**config.mk**
```make
export PLATFORM = sky130hd
export DESIGN_NAME = kamus_dmem_ctrl
export DESIGN_NICKNAME = d
export VERILOG_FILES = /design/src/rtl/kamus_pkg.sv /design/src/rtl/kamus_dmem_align.sv /design/src/rtl/kamus_dmem_ctrl.sv
export SDC_FILE = /design/constraint.sdc
export NUM_CORES = 1
export LEC_CHECK = 0
export BUFFER_PORTS_ARGS = -buffer_cell sky130_fd_sc_hd__buf_2
export CAP_MARGIN = 20
export CORE_UTILIZATION = 49
export DETAILED_ROUTE_END_ITERATION = 10
export PLACE_DENSITY = 0.89
export SYNTH_ARGS = -nofsm -noshare
export SYNTH_HDL_FRONTEND = slang
export SYNTH_HIERARCHICAL = 1
export SYNTH_SLANG_ARGS = --single-unit
```
**constraint.sdc**
```tcl
create_clock -name clk_i -period 3.79 [get_ports clk_i]
set_input_delay 0.758 -clock clk_i [delete_from_list [all_inputs] [get_ports clk_i]]
set_output_delay 0.758 -clock clk_i [all_outputs]
set_load 0.05 [all_outputs]
```
**src/rtl/kamus_pkg.sv**
```systemverilog
// Shared types for the KAMUS data-memory controller and its alignment helper.
package kamus_pkg;

    typedef enum logic [1:0] {
        MEM_B = 2'b00,
        MEM_H = 2'b01,
        MEM_W = 2'b10
    } mem_size_e;

    typedef enum logic [1:0] {
        ST_IDLE,
        ST_REQ,
        ST_WAIT,
        ST_RESP
    } dmem_state_e;

    // The unused encoding 2'b11 behaves as a word access.
    function automatic mem_size_e decode_size(input logic [1:0] raw);
        case (raw)
            2'b00:   return MEM_B;
            2'b01:   return MEM_H;
            default: return MEM_W;
        endcase
    endfunction

endpackage

```
**src/rtl/kamus_dmem_align.sv**
```systemverilog
// Combinational lane logic: byte enables, store replication, misalign detect and
// load extraction with sign/zero extension.
module kamus_dmem_align
    import kamus_pkg::*;
(
    input  logic [1:0]  offset,
    input  mem_size_e   size,
    input  logic [31:0] wdata,
    input  logic [31:0] rdata,
    input  logic        is_unsigned,
    output logic [3:0]  be,
    output logic [31:0] lane_wdata,
    output logic        misaligned,
    output logic [31:0] load_value
);

    logic [31:0] shifted;

    always_comb begin
        shifted    = rdata >> {offset, 3'b000};
        be         = 4'b1111;
        lane_wdata = wdata;
        misaligned = 1'b0;
        load_value = shifted;
        case (size)
            MEM_B: begin
                be         = 4'b0001 << offset;
                lane_wdata = {4{wdata[7:0]}};
                load_value = {{24{~is_unsigned & shifted[7]}}, shifted[7:0]};
            end
            MEM_H: begin
                be         = 4'b0011 << offset;
                lane_wdata = {2{wdata[15:0]}};
                misaligned = offset[0];
                load_value = {{16{~is_unsigned & shifted[15]}}, shifted[15:0]};
            end
            default: misaligned = |offset;
        endcase
    end

endmodule

```
**src/rtl/kamus_dmem_ctrl.sv**
```systemverilog
// MEM-stage load/store sequencer onto the L1D req/gnt/rvalid port.
// Optional WAIT-state bus timeout is enabled with KAMUS_DMEM_TIMEOUT_EN.
module kamus_dmem_ctrl
    import kamus_pkg::*;
#(
    parameter int unsigned ADDR_W      = 32,
    parameter int unsigned TIMEOUT_CYC = 64
) (
    input  logic              clk_i,
    input  logic              rst_i,
    input  logic              req_valid_i,
    input  logic              req_we_i,
    input  logic [1:0]        req_size_i,
    input  logic              req_unsigned_i,
    input  logic [ADDR_W-1:0] req_addr_i,
    input  logic [31:0]       req_wdata_i,
    output logic              rsp_valid_o,
    output logic [31:0]       rsp_rdata_o,
    output logic              rsp_err_o,
    output logic              stall_o,
    output logic              mem_req_o,
    output logic              mem_we_o,
    output logic [3:0]        mem_be_o,
    output logic [ADDR_W-1:0] mem_addr_o,
    output logic [31:0]       mem_wdata_o,
    input  logic              mem_gnt_i,
    input  logic              mem_rvalid_i,
    input  logic [31:0]       mem_rdata_i,
    input  logic              mem_err_i
);

    dmem_state_e       state_q, state_d;
    logic              mem_req_q, mem_we_q;
    logic [3:0]        mem_be_q;
    logic [ADDR_W-1:0] mem_addr_q;
    logic [31:0]       mem_wdata_q;
    logic [1:0]        off_q;
    mem_size_e         size_q;
    logic              uns_q;
    logic              rsp_valid_q;
    logic              rsp_err_q, rsp_err_d;
    logic [31:0]       rsp_rdata_q, rsp_rdata_d;
    logic              accept, capture, timeout;

    logic              in_idle;
    logic [1:0]        al_offset;
    mem_size_e         al_size;
    logic              al_uns;
    logic [3:0]        al_be;
    logic [31:0]       al_wdata, al_load;
    logic              al_misaligned;

    // In IDLE the helper decodes the incoming request; afterwards it works on the latched op.
    assign in_idle   = (state_q == ST_IDLE);
    assign al_offset = in_idle ? req_addr_i[1:0] : off_q;
    assign al_size   = in_idle ? decode_size(req_size_i) : size_q;
    assign al_uns    = in_idle ? req_unsigned_i : uns_q;

    kamus_dmem_align u_align (
        .offset      (al_offset),
        .size        (al_size),
        .wdata       (req_wdata_i),
        .rdata       (mem_rdata_i),
        .is_unsigned (al_uns),
        .be          (al_be),
        .lane_wdata  (al_wdata),
        .misaligned  (al_misaligned),
        .load_value  (al_load)
    );

`ifdef KAMUS_DMEM_TIMEOUT_EN
    localparam int unsigned CntW = $clog2(TIMEOUT_CYC + 1);
    logic [CntW-1:0] cnt_q;

    // Held at zero outside WAIT so every WAIT entry starts a fresh count.
    always_ff @(posedge clk_i) begin
        if (rst_i || state_q != ST_WAIT) begin
            cnt_q <= '0;
        end else begin
            cnt_q <= cnt_q + 1'b1;
        end
    end

    assign timeout = (state_q == ST_WAIT) && (cnt_q == CntW'(TIMEOUT_CYC - 1));
`else
    logic unused_timeout_cfg;
    assign unused_timeout_cfg = ^TIMEOUT_CYC;
    assign timeout            = 1'b0;
`endif

    always_comb begin
        state_d     = state_q;
        rsp_err_d   = rsp_err_q;
        rsp_rdata_d = rsp_rdata_q;
        accept      = 1'b0;
        capture     = 1'b0;
        case (state_q)
            ST_IDLE: begin
                if (req_valid_i) begin
                    if (al_misaligned) begin
                        state_d     = ST_RESP;
                        rsp_err_d   = 1'b1;
                        rsp_rdata_d = '0;
                    end else begin
                        state_d = ST_REQ;
                        accept  = 1'b1;
                    end
                end
            end
            ST_REQ: begin
                if (mem_gnt_i) begin
                    state_d = mem_rvalid_i ? ST_RESP : ST_WAIT;
                    capture = mem_rvalid_i;
                end
            end
            ST_WAIT: begin
                if (mem_rvalid_i) begin
                    state_d = ST_RESP;
                    capture = 1'b1;
                end else if (timeout) begin
                    state_d     = ST_RESP;
                    rsp_err_d   = 1'b1;
                    rsp_rdata_d = '0;
                end
            end
            ST_RESP: begin
                state_d     = ST_IDLE;
                rsp_err_d   = 1'b0;
                rsp_rdata_d = '0;
            end
            default: state_d = ST_IDLE;
        endcase
        if (capture) begin
            rsp_err_d   = mem_err_i;
            rsp_rdata_d = (mem_err_i || mem_we_q) ? '0 : al_load;
        end
    end

    always_ff @(posedge clk_i) begin
        if (rst_i) begin
            state_q     <= ST_IDLE;
            mem_req_q   <= 1'b0;
            mem_we_q    <= 1'b0;
            mem_be_q    <= '0;
            mem_addr_q  <= '0;
            mem_wdata_q <= '0;
            off_q       <= '0;
            size_q      <= MEM_B;
            uns_q       <= 1'b0;
            rsp_valid_q <= 1'b0;
            rsp_err_q   <= 1'b0;
            rsp_rdata_q <= '0;
        end else begin
            state_q     <= state_d;
            mem_req_q   <= (state_d == ST_REQ);
            rsp_valid_q <= (state_d == ST_RESP);
            rsp_err_q   <= rsp_err_d;
            rsp_rdata_q <= rsp_rdata_d;
            if (accept) begin
                mem_we_q    <= req_we_i;
                mem_be_q    <= al_be;
                mem_addr_q  <= {req_addr_i[ADDR_W-1:2], 2'b00};
                mem_wdata_q <= al_wdata;
                off_q       <= req_addr_i[1:0];
                size_q      <= al_size;
                uns_q       <= req_unsigned_i;
            end
        end
    end

    assign rsp_valid_o = rsp_valid_q;
    assign rsp_rdata_o = rsp_rdata_q;
    assign rsp_err_o   = rsp_err_q;
    assign stall_o     = req_valid_i & ~rsp_valid_q;
    assign mem_req_o   = mem_req_q;
    assign mem_we_o    = mem_we_q;
    assign mem_be_o    = mem_be_q;
    assign mem_addr_o  = mem_addr_q;
    assign mem_wdata_o = mem_wdata_q;

endmodule

```
# == Word-level counts from Yosys, hierarchy flattened ==
# Cells that the tools add are included.
# totals
reg_bits,109
in_bits,106
out_inout_bits,105
# classes
eq_ne,9
n_shift,3
mux,29
bitwise,5
reduce_logical,7
# op_table
cell,n
one-hot mux 32 bit (2 select lines),3
two-way mux 32 bit,4
right shift 32 x 5 -> 32 bit,1
two-way mux 2 bit,6
two-way mux 1 bit,10
equality test 2 x 1 -> 1 bit (second input constant),4
one-hot mux 2 bit (4 select lines),1
one-hot mux 4 bit (2 select lines),1
equality test 2 bit (second input constant),3
logical NOT 2 bit,3
one-hot mux 1 bit (2 select lines),3
one-hot mux 2 bit (2 select lines),1
<< shifter 1 x 2 -> 4 bit (first input constant),1
<< shifter 2 x 2 -> 4 bit (first input constant),1
AND 1 bit,3
!= test 3 x 2 -> 1 bit (second input constant),1
!= test 3 bit (second input constant),1
AND reduction 3 bit,1
nonzero test 3 bit,1
inverter 1 bit,2
OR reduction 2 bit,1
logical OR 1 bit,1

# == Logic depth before layout (Yosys ltp) ==
# logic_depth
ltp_word,9
mapped_depth,14

# == Cells and area by module ==
# The synthesis kept the hierarchy.
# by_module_without_submodules
mod,instances,cells_each,area_per_inst_um2,seq_area_each_um2
kamus_dmem_ctrl,1,434,3867.5,2182.1
kamus_dmem_align,1,198,1380.1,0.0

# == Least setup slack after synthesis ==
# No wires, ideal clock.
# synth_timing
path_kind,flip-flop to flip-flop
startpoint,register state_q[0]
endpoint,register mem_be_q[2] (netlist: mem_be_o[2])
arrival_time_ns,2.573
required_time_ns,3.720
path_slack_ns,1.146
path_stages_with_launch,15
n_path_buf,6
synth_period_minus_slack_ns,2.644
path_cell_list,dfxtp_1 > inv_1 > ha_1 > buf_6 > mux2_2 > buf_6 > clkbuf_1 > buf_2 > o21ai_0 > nand2_1 > or2_1 > buf_2 > clkbuf_1 > nand2_1 > a21oi_1
# synth_between
elab_chain_len,7
word_cells_on_any_way,13
classes_between,eq/ne: 1; shift: 2; mux: 7; reduce/logical: 3
# synth_lines
item,line_no,source
from (decl),kamus_dmem_ctrl.sv:32,"dmem_state_e state_q, state_d;"
from (signal assigned),kamus_dmem_ctrl.sv:154,state_q <= state_d;
logical NOT 2 bit *,kamus_dmem_ctrl.sv:54,assign in_idle = (state_q == ST_IDLE);
two-way mux 2 bit *,kamus_dmem_ctrl.sv:56,assign al_size = in_idle ? decode_size(req_size_i) : size_q;
named net al_size[1],kamus_dmem_ctrl.sv:47,mem_size_e al_size;
equality test 2 x 1 -> 1 bit / logical NOT 2 bit (equally long branches),kamus_dmem_align.sv:25,case (size)
one-hot mux 1 bit (2 select lines) *,kamus_dmem_align.sv:25,
named net al_misaligned,kamus_dmem_ctrl.sv:51,logic al_misaligned;
two-way mux 1 bit *,kamus_dmem_ctrl.sv:100,if (al_misaligned) begin
two-way mux 1 bit *,kamus_dmem_ctrl.sv:99,if (req_valid_i) begin
two-way mux 1 bit *,kamus_dmem_ctrl.sv:97,case (state_q)
to (signal assigned),kamus_dmem_ctrl.sv:161,mem_be_q <= al_be;
to (decl),kamus_dmem_ctrl.sv:34,logic [3:0] mem_be_q;
# The timed path passes the listed nets; every way through them passes the cells marked *.
# A chain may end at the register's enable or synchronous reset.

# == Worst setup path after layout ==
# layout_timing
startpoint,register state_q[0]
endpoint,register rsp_rdata_q[5] (netlist: rsp_rdata_o[5])
# layout_between
elab_chain_len,6
word_cells_on_any_way,20
classes_between,eq/ne: 6; shift: 1; mux: 8; reduce/logical: 5
# layout_lines
item,line_no,source
logical NOT 2 bit *,kamus_dmem_ctrl.sv:54,
two-way mux 2 bit *,kamus_dmem_ctrl.sv:55,assign al_offset = in_idle ? req_addr_i[1:0] : off_q;
named net al_offset[0],kamus_dmem_ctrl.sv:46,logic [1:0] al_offset;
OR reduction 2 bit,kamus_dmem_align.sv:37,default: misaligned = |offset;
one-hot mux 1 bit (2 select lines) *,kamus_dmem_align.sv:25,
named net al_misaligned,kamus_dmem_ctrl.sv:51,
!= test 3 x 2 -> 1 bit (no source line) *,-,
AND reduction 3 bit (no source line) *,-,
to (signal assigned),kamus_dmem_ctrl.sv:158,rsp_rdata_q <= rsp_rdata_d;
to (decl),kamus_dmem_ctrl.sv:42,"logic [31:0] rsp_rdata_q, rsp_rdata_d;"
# Marked as above.

==> reports/qor.yml <==
pre_cts_slack_ps: 979
yosysWarnings: 6
yosys.area.top_type_share_pct: 41.6
cts_max_path_buffers: 2
fp.coreArea_um2: 10400
initial_utilization_pct: 50.6
finalHoldViolCount: 0
hp-class: "reg2reg"
wl_per_cell_um: 14.9
grt_busiest_layer: "met2"
endpoint_kind: "register"
drv_cap: 0
htree_levels: 3
tightest_slew_ps: 807
grtUsageTotal_pct: 24.6
synth_area_per_cell_um2: 8.30
crit_required_ps: 4110
mostFrequentLayoutCell: "buf_2"
cts.sinks: 109
finalSetupViolCount: 0
relSlewSlack_pct: 46.2
worst_path_max_delay_cell: "nor2_4"
die_w_um: 105
synth_top_family_by_area: "simple AND/OR/NAND/NOR gates"
cts_inserted_buffers: 9
status: "complete, no violations"
critPathTopFamily: "simple AND/OR/NAND/NOR gates"
die_y_um: 105
clk_pin_slew_ps: 110
drtAntennaViolNets: 0
antenna_found_initial: 0
grt.met3_usage_pct: 6.12
vdd_drop_max_mv: 0.369
area.growth.synth_to_final_pct: 22.9
dpl-instance-area_um2: 6240
io_buffers: 208
ios: 211
p_leak_nw: 3.02
routed_via_density: 5.30
place.gp.congestion: 0.912
max_freq_mhz: 351
maxSlewViolCount: 0
vias: 5004
rows: 37
cts_resized: 0
rsz0062_at_grt: "no"
synth-xor-area-share_pct: 0
drc: 0
final_cell_mix: "208 x buf_2, 196 x nand2_1, 109 x dfxtp_1"
grt_max_degree: 77
synth_compound_area_share_pct: 21.0
ys_async_sr_fraction_pct: 0
cp_slowest_stage_delay_ps: 560
yosysTopAreaCell: "dfxtp_1"
worstSetupPathType: "reg2reg"
ys_types: 49
synthMuxAreaShare_pct: 7.84
n_antenna_cell: 0
cts_tree: "yes"
power_density_nw_per_um2: 742
syn_area_um2: 5250
fin_skew_ps: 17.4
layout.nets: 915
synthCells: 632
grtUsageMet2_pct: 42.2
finalCritPeriodShare_pct: 75.1
crit_top_cell: "nand2_1"
cp_data_arrival_time_ps: 3170
hold_buffers: 0
drt-pass1-iter-count: 5
fin_area_um2: 6450
crit_chain: "inv_1 -> ha_1 -> mux2_2 -> nand2_1 -> nand2_1 -> nand2b_1 -> nand2_1 -> nor2_4 -> a22o_1"
crit_fanout: 32
critPathBufInv: 1
nFillCells: 905
fin_crit_ps: 2850
synthAdderAreaFrac_pct: 1.19
synth.area.top_cells: "dfxtp_1 42%, nand2_1 14%, a21oi_1 7.6%, a22o_1 5.3%, mux2_2 4.5%"
start_kind: "register"
synth_flop_cell: "dfxtp_1"
dp_hpwl_mm: 10.3
grt_pass1_wl_mm: 22.0
drt_iter0_drc: 268
synth-edff-count: 0
met1_usage_pct: 30.0
yosysSeqAreaShare_pct: 41.6
grt-ovfl-total: 0
clkLatencyLatePin_ps: 380
clockRootBuffer: "clkbuf_8"
cts_setup_buffers: 0
synth_seq_cells: 109
grt_pass1_vias: 4581
drive_gt1_share_pct: 35.8
synthSimpleGateAreaFrac_pct: 21.3
fin_ws_ps: 942
wl_mm: 14.0
setup_tns_ps: 0
die_area_um2: 11100
[Yosys cell counts (all sizes together), types with 2 or more instances]
cell / instances
a211oi: 8
a21oi: 89
a22o: 32
a2bb2oi: 8
a31oi: 2
buf: 46
clkbuf: 14
dfxtp: 109
ha: 5
inv: 5
mux2: 22
mux2i: 16
nand2: 197
nand2b: 2
nand3: 17
nand3b: 2
nor2: 10
nor2b: 13
o21ai: 15
o21bai: 2
o221ai: 2
or2: 3
[final timing paths]
kind,startpoint,depth (start not counted),endpoint,slack [ps]
worst min-delay path,mem_addr_o[20]$_SDFFE_PP0P_,2,mem_addr_o[20]$_SDFFE_PP0P_,460
worst min register to register,mem_addr_o[20]$_SDFFE_PP0P_,2,mem_addr_o[20]$_SDFFE_PP0P_,460
worst max-delay path,state_q[0]$_SDFF_PP0_,9,rsp_rdata_o[5]$_SDFFE_PP0P_,940
worst max register to register,state_q[0]$_SDFF_PP0_,9,rsp_rdata_o[5]$_SDFFE_PP0P_,940
[metrics by stage]
step	instances	hold slack [ps]	power [W]	util, %
finish	945	458	0.00479	62.2
floorplan	633	434	0.00357	-
detailed placement	929	443	0.00408	60.2
CTS	945	461	0.00480	62.2
global placement	929	439	0.00404	60.2
global route	945	475	0.00507	62.2
[tightest hold or removal path: stages (launching register included)]
cell and delay [ps]:
dfxtp_1 320, nand2_1 50, a21oi_1 50
[sequential cells by signal (all words and copies together) (netlist names)]
register	cells
rsp_err_o	1
rsp_valid_o	1
mem_addr_o	30
mem_req_o	1
uns_q	1
rsp_rdata_o	32
size_q	2
mem_wdata_o	32
off_q	2
mem_we_o	1
mem_be_o	4
state_q	2
[cells by family after synthesis]
| kind of cell | after synthesis |
|---|---|
| fa+ha+maj | 5 |
| compound gates | 163 |
| simple gates | 251 |
| other cells | 1 |
| mux | 38 |
| flops | 109 |
| buf+inv | 65 |
[area by class of cell]
type / instances / area, um^2 / area share, %
sequential: 109 / 2180 / 33.8
inverter: 5 / 18.8 / 0.291
timing repair buffer: 220 / 1160 / 17.9
multi-input combinational: 459 / 2710 / 42.1
tap: 136 / 170 / 2.64
clock inverter: 7 / 85.1 / 1.32
clock buffer: 9 / 124 / 1.92
[where the power goes]
group / internal (W) / total, W / switching (W)
Sequential: 0.00135 / 0.00145 / 0.000102
Combinational: 0.000800 / 0.00262 / 0.00182
Clock: 0.000269 / 0.000716 / 0.000447
Total: 0.00241 / 0.00479 / 0.00237
[routing by layer]
layer / up-vias / wire length (um)
li1: 2486 / -
met1: 2300 / 5780
met2: 195 / 7000
met3: 23 / 976
met4: 0 / 276
met5: - / 0
Power figures use the tool's default switching activity.
